<file path="src/rtl/id_stage.sv">
// Decode stage: IF/ID latch, 32x32 register file with write-through,
// load-use / branch hazard stall and in-ID branch and jump resolution.
module id_stage #(
  parameter logic [31:0] NOP_INST = 32'h0000_0000,
  parameter int unsigned RF_DEPTH = 32
) (
  input  logic        clk,
  input  logic        rst,
  input  logic [31:0] next_pc_if,
  input  logic [31:0] inst_if,
  input  logic        ex_mem_read,
  input  logic        ex_reg_write,
  input  logic [4:0]  ex_dst,
  input  logic        mem_mem_read,
  input  logic [4:0]  mem_dst,
  input  logic        wb_reg_write,
  input  logic [4:0]  wb_dst,
  input  logic [31:0] wb_data,
  output logic        pc_stall,
  output logic        branch_or_pc,
  output logic        Jump,
  output logic [31:0] branch_addr,
  output logic [31:0] jump_addr,
  output logic [31:0] rs_data,
  output logic [31:0] rt_data,
  output logic [31:0] imm_ext,
  output logic [4:0]  rs,
  output logic [4:0]  rt,
  output logic [4:0]  rd,
  output logic        ctrl_reg_write,
  output logic        ctrl_mem_read,
  output logic        ctrl_mem_write,
  output logic        ctrl_alu_src,
  output logic        ctrl_reg_dst,
  output logic [1:0]  ctrl_alu_op
);

  localparam logic [5:0] OP_R    = 6'b000000;
  localparam logic [5:0] OP_LW   = 6'b100011;
  localparam logic [5:0] OP_SW   = 6'b101011;
  localparam logic [5:0] OP_BEQ  = 6'b000100;
  localparam logic [5:0] OP_BNE  = 6'b000101;
  localparam logic [5:0] OP_ADDI = 6'b001000;
  localparam logic [5:0] OP_J    = 6'b000010;

  localparam logic [1:0] ALU_ADD = 2'b00;
  localparam logic [1:0] ALU_SUB = 2'b01;
  localparam logic [1:0] ALU_FN  = 2'b10;

  logic [31:0] inst_q, inst_d;
  logic [31:0] npc_q, npc_d;
  logic        valid_q, valid_d;

  logic [31:0] rf_q [RF_DEPTH];

  logic [5:0]  opcode;
  logic        is_r, is_lw, is_sw;
  logic        is_beq, is_bne, is_addi, is_j;
  logic        rt_used;
  logic        wb_we;
  logic        load_use, br_haz;
  logic        stall, redirect;
  logic        ops_eq, br_taken;

  logic        dec_reg_write, dec_mem_read;
  logic        dec_mem_write, dec_alu_src;
  logic        dec_reg_dst;
  logic [1:0]  dec_alu_op;

  // IF/ID latch
  always_comb begin
    inst_d  = inst_q;
    npc_d   = npc_q;
    valid_d = valid_q;
    if (stall) begin
      inst_d  = inst_q;
      npc_d   = npc_q;
      valid_d = valid_q;
    end else if (redirect) begin
      inst_d  = NOP_INST;
      npc_d   = '0;
      valid_d = 1'b0;
    end else begin
      inst_d  = inst_if;
      npc_d   = next_pc_if;
      valid_d = 1'b1;
    end
  end

  always_ff @(posedge clk or negedge rst) begin
    if (!rst) begin
      inst_q  <= NOP_INST;
      npc_q   <= '0;
      valid_q <= 1'b0;
    end else begin
      inst_q  <= inst_d;
      npc_q   <= npc_d;
      valid_q <= valid_d;
    end
  end

  // Register file; entry 0 is never written
  assign wb_we = wb_reg_write & (wb_dst != 5'd0);

  always_ff @(posedge clk or negedge rst) begin
    if (!rst) begin
      for (int i = 0; i < RF_DEPTH; i++)
        rf_q[i] <= '0;
    end else if (wb_we) begin
      rf_q[wb_dst] <= wb_data;
    end
  end

  assign opcode  = inst_q[31:26];
  assign rs      = inst_q[25:21];
  assign rt      = inst_q[20:16];
  assign rd      = inst_q[15:11];
  assign imm_ext = {{16{inst_q[15]}}, inst_q[15:0]};

  always_comb begin
    rs_data = '0;
    if (rs == 5'd0)
      rs_data = '0;
    else if (wb_we && wb_dst == rs)
      rs_data = wb_data;
    else
      rs_data = rf_q[rs];
  end

  always_comb begin
    rt_data = '0;
    if (rt == 5'd0)
      rt_data = '0;
    else if (wb_we && wb_dst == rt)
      rt_data = wb_data;
    else
      rt_data = rf_q[rt];
  end

  assign is_r    = valid_q & (opcode == OP_R);
  assign is_lw   = valid_q & (opcode == OP_LW);
  assign is_sw   = valid_q & (opcode == OP_SW);
  assign is_beq  = valid_q & (opcode == OP_BEQ);
  assign is_bne  = valid_q & (opcode == OP_BNE);
  assign is_addi = valid_q & (opcode == OP_ADDI);
  assign is_j    = valid_q & (opcode == OP_J);

  always_comb begin
    dec_reg_write = 1'b0;
    dec_mem_read  = 1'b0;
    dec_mem_write = 1'b0;
    dec_alu_src   = 1'b0;
    dec_reg_dst   = 1'b0;
    dec_alu_op    = ALU_ADD;
    unique case (1'b1)
      is_r: begin
        dec_reg_write = 1'b1;
        dec_reg_dst   = 1'b1;
        dec_alu_op    = ALU_FN;
      end
      is_lw: begin
        dec_reg_write = 1'b1;
        dec_mem_read  = 1'b1;
        dec_alu_src   = 1'b1;
      end
      is_sw: begin
        dec_mem_write = 1'b1;
        dec_alu_src   = 1'b1;
      end
      is_beq, is_bne: begin
        dec_alu_op = ALU_SUB;
      end
      is_addi: begin
        dec_reg_write = 1'b1;
        dec_alu_src   = 1'b1;
      end
      default: begin
        dec_reg_write = 1'b0;
      end
    endcase
  end

  // Hazards
  assign rt_used  = is_r | is_sw | is_beq | is_bne;

  assign load_use = ex_mem_read & (ex_dst != 5'd0) &
                    ((ex_dst == rs) | (rt_used & (ex_dst == rt)));

  assign br_haz   = (is_beq | is_bne) & (
                    (ex_reg_write & (ex_dst != 5'd0) &
                     ((ex_dst == rs) | (ex_dst == rt))) |
                    (mem_mem_read & (mem_dst != 5'd0) &
                     ((mem_dst == rs) | (mem_dst == rt))));

  assign stall    = valid_q & (load_use | br_haz);
  assign pc_stall = stall;

  // Branch and jump resolution
  assign ops_eq   = (rs_data == rt_data);
  assign br_taken = (is_beq & ops_eq) | (is_bne & ~ops_eq);

  assign branch_addr  = npc_q + {imm_ext[29:0], 2'b00};
  assign jump_addr    = {npc_q[31:28], inst_q[25:0], 2'b00};

  assign branch_or_pc = br_taken & ~stall;
  assign Jump         = is_j & ~stall;
  assign redirect     = branch_or_pc | Jump;

  assign ctrl_reg_write = dec_reg_write & ~stall;
  assign ctrl_mem_read  = dec_mem_read  & ~stall;
  assign ctrl_mem_write = dec_mem_write & ~stall;
  assign ctrl_alu_src   = dec_alu_src   & ~stall;
  assign ctrl_reg_dst   = dec_reg_dst   & ~stall;
  assign ctrl_alu_op    = stall ? ALU_ADD : dec_alu_op;

endmodule

</file>
<file path="config.mk">
export PLATFORM = sky130hd
export DESIGN_NAME = id_stage
export DESIGN_NICKNAME = d
export VERILOG_FILES = /design/src/rtl/id_stage.sv
export SDC_FILE = /design/constraint.sdc
export NUM_CORES = 2
export LEC_CHECK = 0
export CORE_UTILIZATION = 44
export CTS_BUF_LIST = sky130_fd_sc_hd__clkbuf_4 sky130_fd_sc_hd__clkbuf_8
export CTS_CLUSTER_DIAMETER = 50
export DETAILED_ROUTE_END_ITERATION = 10
export PLACE_DENSITY_LB_ADDON = 0.15
export SYNTH_ARGS = -nofsm -noshare
export SYNTH_HDL_FRONTEND = slang
export SYNTH_SLANG_ARGS = --single-unit
</file>
<file path="constraint.sdc">
create_clock -name clk -period 13.3 [get_ports clk]
set_input_delay 2.66 -clock clk [delete_from_list [all_inputs] [get_ports clk]]
set_output_delay 2.66 -clock clk [all_outputs]
set_load 0.03 [all_outputs]
</file>
=== Word-level counts from Yosys, hierarchy flattened ===
Cells that the tools add are included.

* $add $sub $neg: 1
* $mul: 0
* Divide/modulo/power cells: 0
* Order comparisons: 4
* Eq/ne operators: 13
* Shifts and indexed selects: 0
* Multiplexer cells: 23
* Bitwise operators: 42
* Reductions and logical operators: 12

{| class="wikitable"
|+ Operators by type and width
! kind !! number
|-
| $bwmux 1024 || 1
|-
| $mux 32 || 11
|-
| $bmux 32 s5 || 2
|-
| $demux 32 s5 || 1
|-
| $add 32x32->32 || 1
|-
| $eq 32x32->1 || 1
|-
| $eq 5x5->1 || 6
|-
| $and 1x1->1 || 26
|-
| $ge 6x6->1 const B || 3
|-
| $not 5->6 || 3
|-
| $reduce_bool 5->1 || 3
|-
| $eq 6x3->1 const B || 2
|-
| $eq 6x6->1 const B || 2
|-
| $or 1x1->1 || 11
|-
| $logic_not 5->1 || 2
|-
| $eq 6x2->1 const B || 1
|-
| $eq 6x4->1 const B || 1
|-
| $logic_not 6->1 || 1
|-
| $lt 6x1->1 const B || 1
|-
| $mux 1 || 6
|-
| $reduce_or 3->1 || 2
|-
| $pmux 2 s2 || 1
|-
| $logic_and 1x1->1 || 3
|-
| $mux 2 || 1
|-
| other kinds (2) || 3
|}

* Bits in registers: 1089
* Latch bits: 0
* RAM bits: 0
* Memory bits (read-only): 0
* Output and inout port bits: 185
* Word-level logic and storage cells: 130
* Memories kept: 0

=== Longest topological paths before layout ===
* Depth in word-level cells: 14
* Mapped depth: 20
* Gate-level depth less buffers: 14

=== Worst setup path after synthesis ===
No wires, ideal clock.

* Path type: input -> output
* Start: in wb_dst[0]
* End: out branch_or_pc
* Arrival time: 6018 ps
* Required time: 10640 ps
* Setup slack: 4622 ps
* Stages: 13
* Cells stage by stage: clkbuf_1 -> or2_2 -> o2111ai_1 -> or2_2 -> clkbuf_1 -> o21ai_0 -> a31oi_1 -> o22ai_1 -> a221oi_1 -> nand4_1 -> nor4_2 -> mux2i_1 -> buf_2

* Longest elaborated chain between the ends: 10

{| class="wikitable"
|+ RTL lines
! element !! RTL line !! source
|-
| start: declaration || 17 || <nowiki>input logic [4:0] wb_dst,</nowiki>
|-
| $reduce_bool 5->1 || 103 || <nowiki>assign wb_we = wb_reg_write & (wb_dst != 5'd0);</nowiki>
|-
| $and 1x1->1 || 103 ||
|-
| $logic_and 1x1->1 (*) || 134 || <nowiki>else if (wb_we && wb_dst == rt)</nowiki>
|-
| $mux 32 (*) || 134 ||
|-
| $mux 32 (*) || 132 || <nowiki>if (rt == 5'd0)</nowiki>
|-
| net rt_data[17] || 25 || <nowiki>output logic [31:0] rt_data,</nowiki>
|-
| $eq 32x32->1 (*) || 199 || <nowiki>assign ops_eq = (rs_data == rt_data);</nowiki>
|-
| $not 1->1 || 200 || <nowiki>assign br_taken = (is_beq & ops_eq) | (is_bne & ~ops_eq);</nowiki>
|-
| $and 1x1->1 || 200 ||
|-
| $or 1x1->1 (*) || 200 ||
|-
| $and 1x1->1 (*) || 205 || <nowiki>assign branch_or_pc = br_taken & ~stall;</nowiki>
|-
| end: declaration || 20 || <nowiki>output logic branch_or_pc,</nowiki>
|}

The timed path passes the listed nets; every way through them passes the cells marked *.

=== Worst setup path in the final report ===
* Start: in wb_dst[2]
* End: out branch_or_pc

* Longest elaborated chain between the ends: 10

{| class="wikitable"
|+ RTL lines
! element !! RTL line
|-
| $reduce_bool 5->1 || 103
|-
| $and 1x1->1 || 103
|-
| $logic_and 1x1->1, on equally long branches || 124, 134
|-
| $mux 32, on equally long branches || 124, 134
|-
| $mux 32, on equally long branches || 122, 132
|-
| $eq 32x32->1 (*) || 199
|-
| $not 1->1 || 200
|-
| $and 1x1->1 || 200
|-
| $or 1x1->1 (*) || 200
|-
| $and 1x1->1 (*) || 205
|}

Mark *: on every way between the ends. The rest lies on a longest branch, timed or not.

==> flow_summary_export.csv <==
group,metric,value,unit
status,run_status,"complete, no violations",
power,seqPwrFrac,0.418,
detailed_routing,drc,0,
global_route,grt_max_degree,157,
floorplan,dieArea,141000,sq um
sta,drv_slew,0,
detailed_routing,dr.first_iter.drc_count,4451,
power,combPwrFrac,0.262,
synthesis,synth_common_cells,"dfrtp_1, mux2_2, mux4_2",
power,sw_frac_of_total,0.313,
detailed_routing,wl,221000,um
setup_path,setup.worst_path.class,"in -> out",
power,ir_drop,0.0728,mV
clock_network,clk_latency,0.96,ns
floorplan,die_w,375,um
sta,relSlewSlack,0.165,
floorplan,die_y,375,um
sta,finalSetupViolations,0,
clock_network,clk_pin_slew,0.06,ns
setup_path,arrival,9.06,ns
setup_path,required,10.64,ns
power,p_sw,3290,uW
sta,hold_viol,0,
sta,rsz0062_at_grt,"no",
global_route,grt_antenna_before_repair,17,
synthesis,synth_cells,4432,
detailed_routing,dr.pass1.iters,5,
placement,dpl.hpwl,137000,um
power,leakage,0.0301,uW
sta,layout_worst_path_cycle_share,0.881,
synthesis,yosysWarnings,0,
global_route,grt_pass1_vias,42000,
setup_path,start_kind,"input pin",
flow_run,maxCapViolCount,0,
setup_path,cp_max_fo,11,
sta,worstMarginPinSlew,1.25,ns
floorplan,core_area,138000,sq um
synthesis,synth_area,61200,sq um
global_route,grt_overflow,0,
detailed_routing,num_vias,42100,
synthesis,yosysMostFrequentCell,"dfrtp_1",
clock_network,clk_path_buf_depth,3,
synthesis,synthTopCellsByArea,"dfrtp_1, mux2_2, mux4_2, mux2i_1, clkbuf_1",
power,p_per_area,151,nW/um^2
floorplan,start_util,0.444,
layout,area_delta_synth_final,13.2,%
sta,tns,0,ns
synthesis,synth_seq_cells,1089,
clock_network,root_buffer,"clkbuf_8",
setup_path,cp-end-kind,"output port",
layout,layout.nets,4678,
power,pwr-share-clk,0.320,
sta,finClkSkew,0.0415,ns
layout,drive_gt1_frac,0.435,
synthesis,yosysUniqueCellTypes,79,
synthesis,ys.flop_type,"dfrtp_1",
clock_network,cts_resized,0,
global_route,grt_first_pass_wirelength,317000,um
detailed_routing,viasPerCell,6.50,
detailed_routing,final_antenna_net_count,0,
floorplan,rows,136,
placement,dp_slack,1.85,ns
synthesis,synth_top_area_frac,0.445,
sta,setup_ws,1.58,ns
clock_network,postCtsSetupRepairBufs,0,
detailed_routing,wire_per_inst,34.1,um
clock_network,numCtsBuffers,197,
sta,fmax,0.0853,GHz
global_route,grt_usage,0.315,
placement,place_congestion,0.948,
synthesis,ys_async_sr_fraction,1.00,
clock_network,cts_tree,"done",
layout,fillers,11900,
layout,fin_area,69300,sq um
power,intPower,7200,uW
worst_hold_path,hp-class,"reg -> reg",
placement,dpl_cell_area,65100,sq um
placement,io_buffers,299,
clock_network,clock-sinks,1089,
synthesis,yosysSeqAreaShare,0.445,
clock_network,cts-hold-fix-buffers,0,
synthesis,synth.largest_area_cell,"dfrtp_1",
sta,finalCriticalPeriod,11.72,ns
floorplan,ios,302,
synthesis,avgSynthCellArea,13.8,sq um
synthesis,synth_edf_count,0,
clock_network,h-tree-depth,4,
==> critical path: stages <==
cell	delay (ns)
clkdlybuf4s50_1	0.62
or3_1	0.51
o2111ai_1	0.67
o21ai_1	0.42
nor2_1	0.79
a221o_1	0.32
xor2_1	0.09
nor4_1	0.63
nand4_1	0.19
nor4_2	1.01
mux2i_4	0.40
clkdlybuf4s50_1	0.73
==> worst paths after layout <==
kind,cells past startpoint,start,slack [ns],to
min in group asynchronous,1,rst,1.81,rf_q[447]
max in group asynchronous,3,rst,9.24,rf_q[332]
hold reg to reg,0,rf_q[1006],0.39,rf_q[1006]
hold / removal,0,rf_q[1006],0.39,rf_q[1006]
setup / recovery,12,wb_dst[2],1.58,branch_or_pc
setup reg to reg,13,inst_q[16],6.04,npc_q[4]
==> through the flow <==
stage                util  instances  hold slack [ns]  total power (uW)
floorplan               -       4433            0.441              6150
global placement    0.473       6126            0.378              7080
detailed placement  0.473       6126            0.382              7140
CTS                 0.503       6465            0.396             10500
global route        0.503       6476            0.403             10900
finish              0.503       6476            0.392             10500
==> metal layers <==
layer	GRT usage	wire [um]	up-vias
met5	0	73	-
met4	0.135	10100	12
met3	0.0938	21200	484
met2	0.457	96700	2036
met1	0.436	92600	22500
li1	-	-	17000
==> layout make-up <==
class | instances | area, sq um | area share
multi-input cells | 2789 | 31400 | 0.453
inverters | 24 | 90.1 | 0.00130
diodes | 11 | 27.5 | 0.000397
clock inverters | 25 | 236 | 0.00341
clock buffers | 314 | 3870 | 0.0559
well taps | 1794 | 2240 | 0.0324
repair buffers | 430 | 4130 | 0.0597
flip-flops and latches | 1089 | 27300 | 0.394
==> cells by family after synthesis <==
| kind of cell | after synthesis | share of synthesized area |
|---|---|---|
| compound gates | 435 | 0.0503 |
| xor+xnor | 82 | 0.0117 |
| fa+ha+maj | 30 | 0.00626 |
| buf+inv | 555 | 0.0463 |
| flops | 1089 | 0.445 |
| mux | 1761 | 0.398 |
| other cells | 1 | 0.0000613 |
| simple gates | 479 | 0.0418 |
==> power by group through the flow <==
stage          Sequential [uW]  Clock, uW  Combinational, uW
3_3_place_gp              4390          0               2690
6_report                  4380       3360               2740
2_1_floorplan             4250          0               1890
5_1_grt                   4460       3560               2880
3_5_place_dp              4420          0               2720
4_1_cts                   4370       3410               2730
==> sequential cells by signal (all words and copies together), names as in the netlist <==
signal   count
valid_q      1
inst_q      32
rf_q      1024
npc_q       32
==> cell usage in the layout (no fill, tap or decap), types with 14 or more instances in the layout <==
master,synthesis,layout
a211oi_1,37,37
a21oi_1,93,93
a221o_1,23,23
a221oi_1,34,34
a22o_1,23,23
a22oi_1,50,50
and2_1,13,14
and3_1,23,22
buf_4,113,119
clkbuf_4,0,72
clkbuf_8,0,242
clkdlybuf4s50_1,0,298
dfrtp_1,1089,1080
ha_1,29,29
inv_1,21,19
mux2_2,1005,1005
mux2i_1,318,317
mux4_2,438,438
nand2_1,114,98
nand2b_1,16,16
nand3_1,39,39
nor2_1,94,72
nor2_4,0,19
nor2b_1,23,18
nor3_1,55,54
nor3_2,40,41
o211ai_1,15,15
o21ai_0,52,50
o22ai_1,20,20
xnor2_1,48,48
xor2_1,34,34
Note: power is estimated with default switching activity, not from simulation.
